<file path="config.mk">
export PLATFORM = sky130hd
export DESIGN_NAME = instruction_mem_loader_flat
export DESIGN_NICKNAME = d
export VERILOG_FILES = /design/src/rtl/instruction_mem_loader_if.sv /design/src/rtl/instruction_mem_loader.sv /design/src/flat_wrapper.sv
export SDC_FILE = /design/constraint.sdc
export NUM_CORES = 1
export LEC_CHECK = 0
export BUFFER_PORTS_ARGS = -buffer_cell sky130_fd_sc_hd__buf_4
export CORE_MARGIN = 10
export CORE_UTILIZATION = 58
export DETAILED_ROUTE_END_ITERATION = 10
export PLACE_DENSITY = 0.83
export RECOVER_POWER = 25
export SLEW_MARGIN = 30
export SYNTH_ARGS = -nofsm -noshare
export SYNTH_HDL_FRONTEND = slang
export SYNTH_SLANG_ARGS = --single-unit
</file>
<file path="constraint.sdc">
create_clock -name clk -period 3.4 [get_ports clk]
set_input_delay 0.17 -clock clk [delete_from_list [all_inputs] [get_ports clk]]
set_output_delay 0.17 -clock clk [all_outputs]
set_load 0.01 [all_outputs]
</file>
<file path="src/rtl/instruction_mem_loader_if.sv">
// Instruction stream handshake into the memory loader.
// Master produces words, slave (the loader) accepts them.
interface instruction_mem_loader_if #(
  parameter int inst_len = 32
);
  logic                in_valid;
  logic [inst_len-1:0] in_data;
  logic                in_last;
  logic                in_ready;

  modport master (
    output in_valid,
    output in_data,
    output in_last,
    input  in_ready
  );

  modport slave (
    input  in_valid,
    input  in_data,
    input  in_last,
    output in_ready
  );
endinterface

</file>
<file path="src/rtl/instruction_mem_loader.sv">
// Streams 32-bit instructions into byte-wide instruction memory,
// big-endian, with optional NOP padding and CPU hold while loading.
module instruction_mem_loader #(
  parameter int                word_len = 8,
  parameter int                mem_size = 1024,
  parameter int                inst_len = 32,
  parameter bit                fill_nop = 1'b1,
  parameter logic [inst_len-1:0] NOP    = 32'hE000_0000
) (
  input  logic                clk,
  input  logic                rst,
  input  logic                start,
  instruction_mem_loader_if.slave in_s,
  output logic                wr_en,
  output logic [inst_len-1:0] wr_addr,
  output logic [word_len-1:0] wr_data,
  output logic                busy,
  output logic                cpu_hold,
  output logic                done,
  output logic                error,
  output logic [15:0]         word_count
);

  typedef enum logic [2:0] {
    IDLE,
    ACCEPT,
    WRITE,
    FILL,
    FINISH
  } state_e;

  localparam logic [inst_len-1:0] MEM_END =
    inst_len'(mem_size);
  localparam logic [inst_len-1:0] MEM_LAST =
    inst_len'(mem_size - 1);

  state_e              state_q, state_d;
  logic [inst_len-1:0] ptr_q, ptr_d;
  logic [inst_len-1:0] word_q, word_d;
  logic                last_q, last_d;
  logic [1:0]          idx_q, idx_d;
  logic [15:0]         cnt_q, cnt_d;
  logic                err_q, err_d;
  logic [inst_len-1:0] ptr_n;
  logic [inst_len-1:0] src;
  logic [1:0]          sel;

  always_ff @(posedge clk) begin
    if (rst) begin
      state_q <= IDLE;
      ptr_q   <= '0;
      word_q  <= '0;
      last_q  <= 1'b0;
      idx_q   <= '0;
      cnt_q   <= '0;
      err_q   <= 1'b0;
    end else begin
      state_q <= state_d;
      ptr_q   <= ptr_d;
      word_q  <= word_d;
      last_q  <= last_d;
      idx_q   <= idx_d;
      cnt_q   <= cnt_d;
      err_q   <= err_d;
    end
  end

  always_comb begin
    state_d = state_q;
    ptr_d   = ptr_q;
    word_d  = word_q;
    last_d  = last_q;
    idx_d   = idx_q;
    cnt_d   = cnt_q;
    err_d   = err_q;
    ptr_n   = ptr_q + inst_len'(4);
    unique case (state_q)
      IDLE: begin
        if (start) begin
          state_d = ACCEPT;
          ptr_d   = '0;
          cnt_d   = '0;
          err_d   = 1'b0;
        end
      end
      ACCEPT: begin
        if (in_s.in_valid) begin
          word_d  = in_s.in_data;
          last_d  = in_s.in_last;
          idx_d   = '0;
          state_d = WRITE;
        end
      end
      WRITE: begin
        idx_d = idx_q + 2'd1;
        if (idx_q == 2'd3) begin
          ptr_d = ptr_n;
          cnt_d = cnt_q + 16'd1;
          if (last_q && fill_nop && ptr_n < MEM_END)
            state_d = FILL;
          else if (last_q)
            state_d = FINISH;
          else if (ptr_n == MEM_END) begin
            state_d = FINISH;
            err_d   = 1'b1;
          end else
            state_d = ACCEPT;
        end
      end
      FILL: begin
        ptr_d = ptr_q + inst_len'(1);
        if (ptr_q == MEM_LAST)
          state_d = FINISH;
      end
      FINISH: state_d = IDLE;
      default: state_d = IDLE;
    endcase
  end

  // Byte lane: word byte index in WRITE, address phase in FILL
  always_comb begin
    src     = (state_q == FILL) ? NOP : word_q;
    sel     = (state_q == FILL) ? ptr_q[1:0] : idx_q;
    wr_data = '0;
    wr_addr = '0;
    if (state_q == WRITE || state_q == FILL) begin
      unique case (sel)
        2'd0: wr_data = src[4*word_len-1 -: word_len];
        2'd1: wr_data = src[3*word_len-1 -: word_len];
        2'd2: wr_data = src[2*word_len-1 -: word_len];
        default: wr_data = src[word_len-1 -: word_len];
      endcase
    end
    if (state_q == WRITE)
      wr_addr = ptr_q + {{(inst_len-2){1'b0}}, idx_q};
    else if (state_q == FILL)
      wr_addr = ptr_q;
  end

  assign in_s.in_ready = (state_q == ACCEPT);
  assign wr_en      = (state_q == WRITE) || (state_q == FILL);
  assign busy       = (state_q == ACCEPT) || wr_en;
  assign cpu_hold   = busy;
  assign done       = (state_q == FINISH);
  assign error      = err_q;
  assign word_count = cnt_q;

endmodule

</file>
<file path="src/flat_wrapper.sv">
// flat-port wrapper written by rule: the top's interface ports become plain ports
module instruction_mem_loader_flat 
#(
  parameter int                word_len = 8,
  parameter int                mem_size = 1024,
  parameter int                inst_len = 32,
  parameter bit                fill_nop = 1'b1,
  parameter logic [inst_len-1:0] NOP    = 32'hE000_0000
)
  (clk, rst, start, wr_en, wr_addr, wr_data, busy, cpu_hold, done, error, word_count, in_s_in_valid, in_s_in_data, in_s_in_last, in_s_in_ready);
  instruction_mem_loader_if #(.inst_len(inst_len)) in_s_i ();
  input  logic clk;
  input  logic rst;
  input  logic start;
  output logic wr_en;
  output logic [inst_len-1:0] wr_addr;
  output logic [word_len-1:0] wr_data;
  output logic busy;
  output logic cpu_hold;
  output logic done;
  output logic error;
  output logic [15:0] word_count;
  input wire logic [$bits(in_s_i.in_valid)-1:0] in_s_in_valid;
  input wire logic [$bits(in_s_i.in_data)-1:0] in_s_in_data;
  input wire logic [$bits(in_s_i.in_last)-1:0] in_s_in_last;
  output wire logic [$bits(in_s_i.in_ready)-1:0] in_s_in_ready;
  assign in_s_i.in_valid = in_s_in_valid;
  assign in_s_i.in_data = in_s_in_data;
  assign in_s_i.in_last = in_s_in_last;
  assign in_s_in_ready = in_s_i.in_ready;
  instruction_mem_loader #(.word_len(word_len), .mem_size(mem_size), .inst_len(inst_len), .fill_nop(fill_nop), .NOP(NOP)) u_core (.clk(clk), .rst(rst), .start(start), .in_s(in_s_i), .wr_en(wr_en), .wr_addr(wr_addr), .wr_data(wr_data), .busy(busy), .cpu_hold(cpu_hold), .done(done), .error(error), .word_count(word_count));
endmodule
</file>
==> impl_metrics.tcl, run 1 <==
set metrics [dict create \
    hold_buffers 0 \
    grt_util_all_layers_pct 26.3 \
    comb_power_share_pct 18.8 \
    grt_max_degree 72 \
    crit_type "flip-flop to primary output" \
    syn_inst 877 \
    max_stage_delay_ns 0.52 \
    gp_congestion 1.07 \
    cts.sinks 87 \
    pwr-share-clk_pct 36.5 \
    cp_data_required_time_ns 3.23 \
    synth_ff_type "dfxtp_1" \
    cts_htree_levels 3 \
    cts_max_path_buffers 2 \
    grt_pass1_wl_um 32800 \
    vias 6759 \
    p_seq_share_pct 44.8 \
    setup_viol 0 \
    synth-async-reset-ratio_pct 0 \
    slew_headroom_pct 40.4 \
    synth_cell_types 63 \
    fin_tns_setup_ns 0 \
    portBuffers 98 \
    ir_worst_vdd_uv 272 \
    fp.dieW_um 124 \
    antenna-diode-count 0 \
    antenna_found_initial 0 \
    cp_cell_sequence "ha_1, nand3_2, nor3_1, and3_1, nor2b_1, nand2_1, xor2_1, nor2_1, buf_4" \
    layout_min_cycle_time_ns 3.17 \
    min_path_type "input pin to flip-flop" \
    slew_violations 0 \
    cts_buffers 9 \
    postLayoutCellArea_um2 7120 \
    clk_pin_slew_ns 0.10 \
    synth.largest_area_cell "dfxtp_1" \
    period_share_pct 93.1 \
    routed_via_density 6.31 \
    insertion_delay_ns 0.39 \
    internal_power_uw 1660 \
    ant_nets 0 \
    start_kind "flip-flop" \
    synth.top_cell.area_share_pct 27.9 \
    clock_skew_ns 0.00935 \
    std_cell_rows 37 \
    grt_overflow 0 \
    syn_avg_cell_area_um2 7.11 \
    powerDensity_nw_per_um2 343 \
    dp_hpwl_um 14400 \
    final_cells 1071 \
    placeableCoreArea_um2 10400 \
    cts_resized 0 \
    cts_setup_buffers 0 \
    fmax_mhz 316 \
    area_growth_pct 14.3 \
    drt_iter0_markers 1018 \
    crit_slowest_cell "nor3_1" \
    final_layout_size_suffix_gt1_share_pct 15.1 \
    cap_violations 0 \
    ys_warn_count 0 \
    fin_nets 976 \
    critPathCaptureType "primary output" \
    hold_viol_final 0 \
    place_area_um2 6980 \
    critical_path_arrival_ns 3.00 \
    syn_nets 923 \
    power_switching_uw 790 \
    wl_um 20400 \
    crit_buf_inv 1 \
    tightest_slew_ns 0.894 \
    drc 0 \
    post_drt_wl_per_cell_um 19.1 \
    place_inst 1055 \
    yosysSeqAreaShare_pct 27.9 \
    die-area_um2 15300 \
    grt_pass1_vias 6340 \
    root_buffer "clkbuf_8" \
    status "completed" \
    synth_seq_cells 87 \
    rsz0062_at_grt "no" \
    drt-pass1-iter-count 5 \
    leakage_uw 0.00247 \
    ios 99 \
    die_h_um 124 \
    worst-path-max-fanout 8 \
    crit_family "simple AND/OR/NAND/NOR gates" \
    start_util_pct 59.8 \
    yosys-top-cells-area "dfxtp_1 28%, nand2_1 8.9%, a21oi_1 7.4%" \
    switching_share_pct 32.3 \
    synth_area_um2 6230 \
    cts_tree "done" \
    synth_edf_count 0 \
]
flip-flops by register name, indices dropped and copies added (netlist names):
signal             count
u_core.idx_q           2
u_core.word_count     16
u_core.ptr_q          32
u_core.word_q         32
u_core.state_q         3
u_core.last_q          1
u_core.error           1
stage by stage:
step	hold slack (ns)	setup slack, ns	power, uW	utilization (%)
5_1_grt	0.0273	0.00202	2540	68.4
4_1_cts	0.0245	0.293	2440	69.3
3_3_place_gp	0.416	0.660	1570	67.0
6_report	0.0224	0.235	2450	68.4
2_1_floorplan	0.306	0.930	1410	-
3_5_place_dp	0.427	0.506	1570	67.0
synthesized netlist by cell type, types with 6 or more instances:
cell type and n:
nand2_1 147, nor2_1 106, a21oi_1 92, dfxtp_1 87
clkbuf_1 49, xor2_1 34, nand4_1 33, nor3_1 33
o21ai_0 32, nand3_1 25, xnor2_1 21, buf_2 17
nor4_1 15, inv_1 13, mux2i_1 12, or3_1 12
a31oi_1 10, and2_1 10, and3_1 10, a211oi_1 9
and4_1 8, buf_1 8, ha_1 8, a221oi_1 6
nor3b_1 6
per-layer routing:
metal | share of wire (%) | up-vias | GRT usage (%)
met5 | 0 | - | 0
met4 | 2.7 | 0 | 10.8
met2 | 45 | 435 | 39.9
li1 | - | 3201 | -
met3 | 12 | 56 | 5.43
met1 | 41 | 3067 | 35.7
cell usage in the layout, fill, tap and decap left out, types with 12 or more instances in the layout:
master | netlist | routed
nand3_1 | 25 | 25
buf_4 | 3 | 99
a21oi_1 | 92 | 92
or3_1 | 12 | 12
clkbuf_1 | 49 | 24
nor2_1 | 106 | 106
xnor2_1 | 21 | 21
nand4_1 | 33 | 33
mux2i_1 | 12 | 12
nor4_1 | 15 | 15
dfxtp_1 | 87 | 87
inv_1 | 13 | 13
xor2_1 | 34 | 34
nand2_1 | 147 | 146
nor3_1 | 33 | 33
o21ai_0 | 32 | 32
power by group through the flow:
stage	sequential, uW	combinational [uW]	clock (uW)
after CTS	1090	462	889
after floorplan	1090	317	0
after detailed placement	1120	459	0
after global routing	1100	503	932
after global placement	1110	453	0
final	1100	459	892
final cells by class:
cell class,instances,area [um2]
clock inverter,6,100
sequential,87,1740
inverter,13,48.8
timing repair buffer,123,833
tap,136,170
clock buffer,10,138
fill,920,3290
multi-input combinational,696,4090
kinds of logic (layout without fill, tap and decap cells):
| family | count (synthesis) | after routing | synth area share [%] |
|---|---|---|---|
| AND/OR/NAND/NOR | 433 | 433 | 34.8 |
| multiplexers | 18 | 18 | 3.96 |
| buffers and inverters | 94 | 152 | 6.46 |
| XOR/XNOR | 55 | 55 | 7.73 |
| flip-flops | 87 | 87 | 27.9 |
| AO/OA/AOI/OAI | 181 | 181 | 17.1 |
| adder cells (fa/ha/maj) | 9 | 9 | 1.93 |
tightest hold or removal path: stages:
cell     delay (ns)
buf_4          0.11
nand2_1        0.04
a21oi_1        0.05
final timing paths:
kind / cells past startpoint / start / end / slack (ns)
worst min-delay path: 3 / in_s_in_data[9] / u_core.word_q[9]$_SDFFE_PP0P_ / 0.02
worst max register to register: 8 / u_core.ptr_q[2]$_SDFFE_PP0P_ / u_core.state_q[2]$_SDFFE_PP0P_ / 0.35
worst min register to register: 2 / u_core.error$_SDFFE_PP0P_ / u_core.error$_SDFFE_PP0P_ / 0.46
worst max-delay path: 9 / u_core.ptr_q[2]$_SDFFE_PP0P_ / wr_addr[28] / 0.23
Power figures use the tool's default switching activity.
==> inputs of run 2 (changes only) <==
--- a/config.mk
+++ b/config.mk
@@ -6,7 +6,6 @@
 export NUM_CORES = 1
 export LEC_CHECK = 0
 export BUFFER_PORTS_ARGS = -buffer_cell sky130_fd_sc_hd__buf_4
-export CORE_MARGIN = 10
 export CORE_UTILIZATION = 58
 export DETAILED_ROUTE_END_ITERATION = 10
 export PLACE_DENSITY = 0.83
==> impl_metrics.tcl, run 2 (synthesis gave the netlist of run 1 again) <==
set metrics [dict create \
    status "completed" \
    vias 6840 \
    cts_max_path_buffers 2 \
    crit_type "flip-flop to primary output" \
    critPathCaptureType "primary output" \
    gp_congestion 0.955 \
    leakage_uw 0.00245 \
    fmax_mhz 311 \
    grt_max_degree 72 \
    area_growth_pct 13.7 \
    start_kind "flip-flop" \
    powerDensity_nw_per_um2 326 \
    place_ws_ns 0.471 \
    post_drt_wl_per_cell_um 19.0 \
    cts_setup_buffers 0 \
    start_util_pct 60.1 \
    die_h_um 106 \
    drt-pass1-iter-count 5 \
    fillers 933 \
    placeableCoreArea_um2 10400 \
    slew_violations 0 \
    dp_hpwl_um 14400 \
    fp.dieW_um 106 \
    use_met2_pct 58.8 \
    mostFrequentLayoutCell "nand2_1" \
    rr_startpoint "u_core.state_q[0]$_SDFFE_PP0P_" \
    antenna-diode-count 0 \
    cts_tree "done" \
    final_cell_mix "147 x nand2_1, 105 x nor2_1, 99 x buf_4, 92 x a21oi_1, 87 x dfxtp_1" \
    layout_min_cycle_time_ns 3.22 \
    grt_util_met3_pct 6.80 \
    hold_slack_ns 0.0318 \
    min_to "u_core.word_q[22]$_SDFFE_PP0P_" \
    multi_input_area_um2 4100 \
    wl_um 20400 \
    r2r-end "u_core.ptr_q[9]$_SDFFE_PP0P_" \
    worst_slack_ns 0.182 \
    cp_data_required_time_ns 3.23 \
    cts_buffers 9 \
    cts.sinks 87 \
    clock_skew_ns 0.0149 \
    postLayoutCellArea_um2 7090 \
    r2r_slack_ns 0.39 \
    antenna_found_initial 0 \
    portBuffers 98 \
    period_share_pct 94.6 \
    grt.busiest_layer "met2" \
    grt_util_all_layers_pct 36.8 \
    cp_common_cell "nor2_1" \
    die-area_um2 11200 \
    final_core_util_pct 68.3 \
    routed_via_density 6.39 \
    cp_cell_sequence "ha_1, nand3_2, nor4_4, nand4_2, nor2_1, nand2_1, xor2_1, nor2_1, buf_4" \
    hold_depth 3 \
    critical_path_arrival_ns 3.05 \
    clk_pin_slew_ns 0.10 \
    slew_headroom_pct 20.7 \
    grt_pass1_vias 6508 \
    fin_tns_setup_ns 0 \
    ios 99 \
    hp-start "in_s_in_data[22]" \
    crit_slowest_cell "nor4_4" \
    ir_worst_vdd_uv 314 \
    max_stage_delay_ns 0.63 \
    cap_violations 0 \
    place_area_um2 6980 \
    met1_usage_pct 47.2 \
    tightest_slew_ns 1.19 \
    cts_resized 0 \
    drt_iter0_markers 618 \
    grt_pass1_wl_um 32500 \
    ant_nets 0 \
    root_buffer "clkbuf_8" \
    drc 0 \
    setup_viol 0 \
    min_path_type "input pin to flip-flop" \
    worst-path-max-fanout 8 \
    rsz0062_at_grt "no" \
    std_cell_rows 37 \
    reg2reg_depth 5 \
    hold_viol_final 0 \
    cts_htree_levels 3 \
    final_layout_size_suffix_gt1_share_pct 15.2 \
    fin_nets 976 \
    ff_latch_area_um2 1740 \
    insertion_delay_ns 0.38 \
    hold_buffers 0 \
    grt_overflow 0 \
]
## run 2: cell types whose count changed in the layout (fill, tap and decap cells not counted), sizes merged
cell	previous run	this run
clkbuf	34	35
bufinv	2	0
## run 2: how the worst max path moves through the flow
stage	cells past startpoint	startpoint	endpoint
4_1_cts	7	u_core.idx_q[0]$_SDFFE_PP0P_	wr_addr[15]
3_3_place_gp	8	u_core.ptr_q[2]$_SDFFE_PP0P_	u_core.state_q[1]$_SDFFE_PP0P_
6_report	9	u_core.ptr_q[2]$_SDFFE_PP0P_	wr_addr[30]
2_1_floorplan	8	u_core.idx_q[1]$_SDFFE_PP0P_	wr_addr[24]
3_5_place_dp	8	u_core.ptr_q[2]$_SDFFE_PP0P_	u_core.state_q[1]$_SDFFE_PP0P_
5_1_grt	9	u_core.ptr_q[2]$_SDFFE_PP0P_	wr_addr[28]
## run 2: final cells by class
type                    instances  share of cell area [%]
clock inverters                 4                   0.530
well taps                     136                    2.40
multi-input cells             696                    57.9
inverters                      13                   0.689
clock buffers                  11                    2.14
repair buffers                123                    11.8
flip-flops and latches         87                    24.6
## run 2: worst max-delay path: cells and delay by family, from the launching register on
| family | cells | cell delay (ns) |
|---|---|---|
| xor gates and xnor gates | 1 | 0.14 |
| adders and majority gates | 1 | 0.35 |
| buffers and inverters | 1 | 0.13 |
| DFF | 1 | 0.51 |
| and+or+nand+nor | 6 | 1.54 |
## run 2: where the power goes
| group | internal (uW) | switching (uW) | total, uW |
|---|---|---|---|
| clock network | 313 | 423 | 735 |
| registers | 1050 | 49.7 | 1100 |
| logic | 162 | 309 | 470 |
## run 2: per-stage QoR
stage	instances	power, uW
6_report	1070	2310
5_1_grt	1070	2390
4_1_cts	1070	2310
3_5_place_dp	1055	1590
3_3_place_gp	1055	1570
2_1_floorplan	877	1410
## run 2: per-layer routing
metal	wire length, um	part of all wire [%]
met1	8280	41
met2	9320	46
met3	1900	9.3
met4	859	4.2
met5	0	0
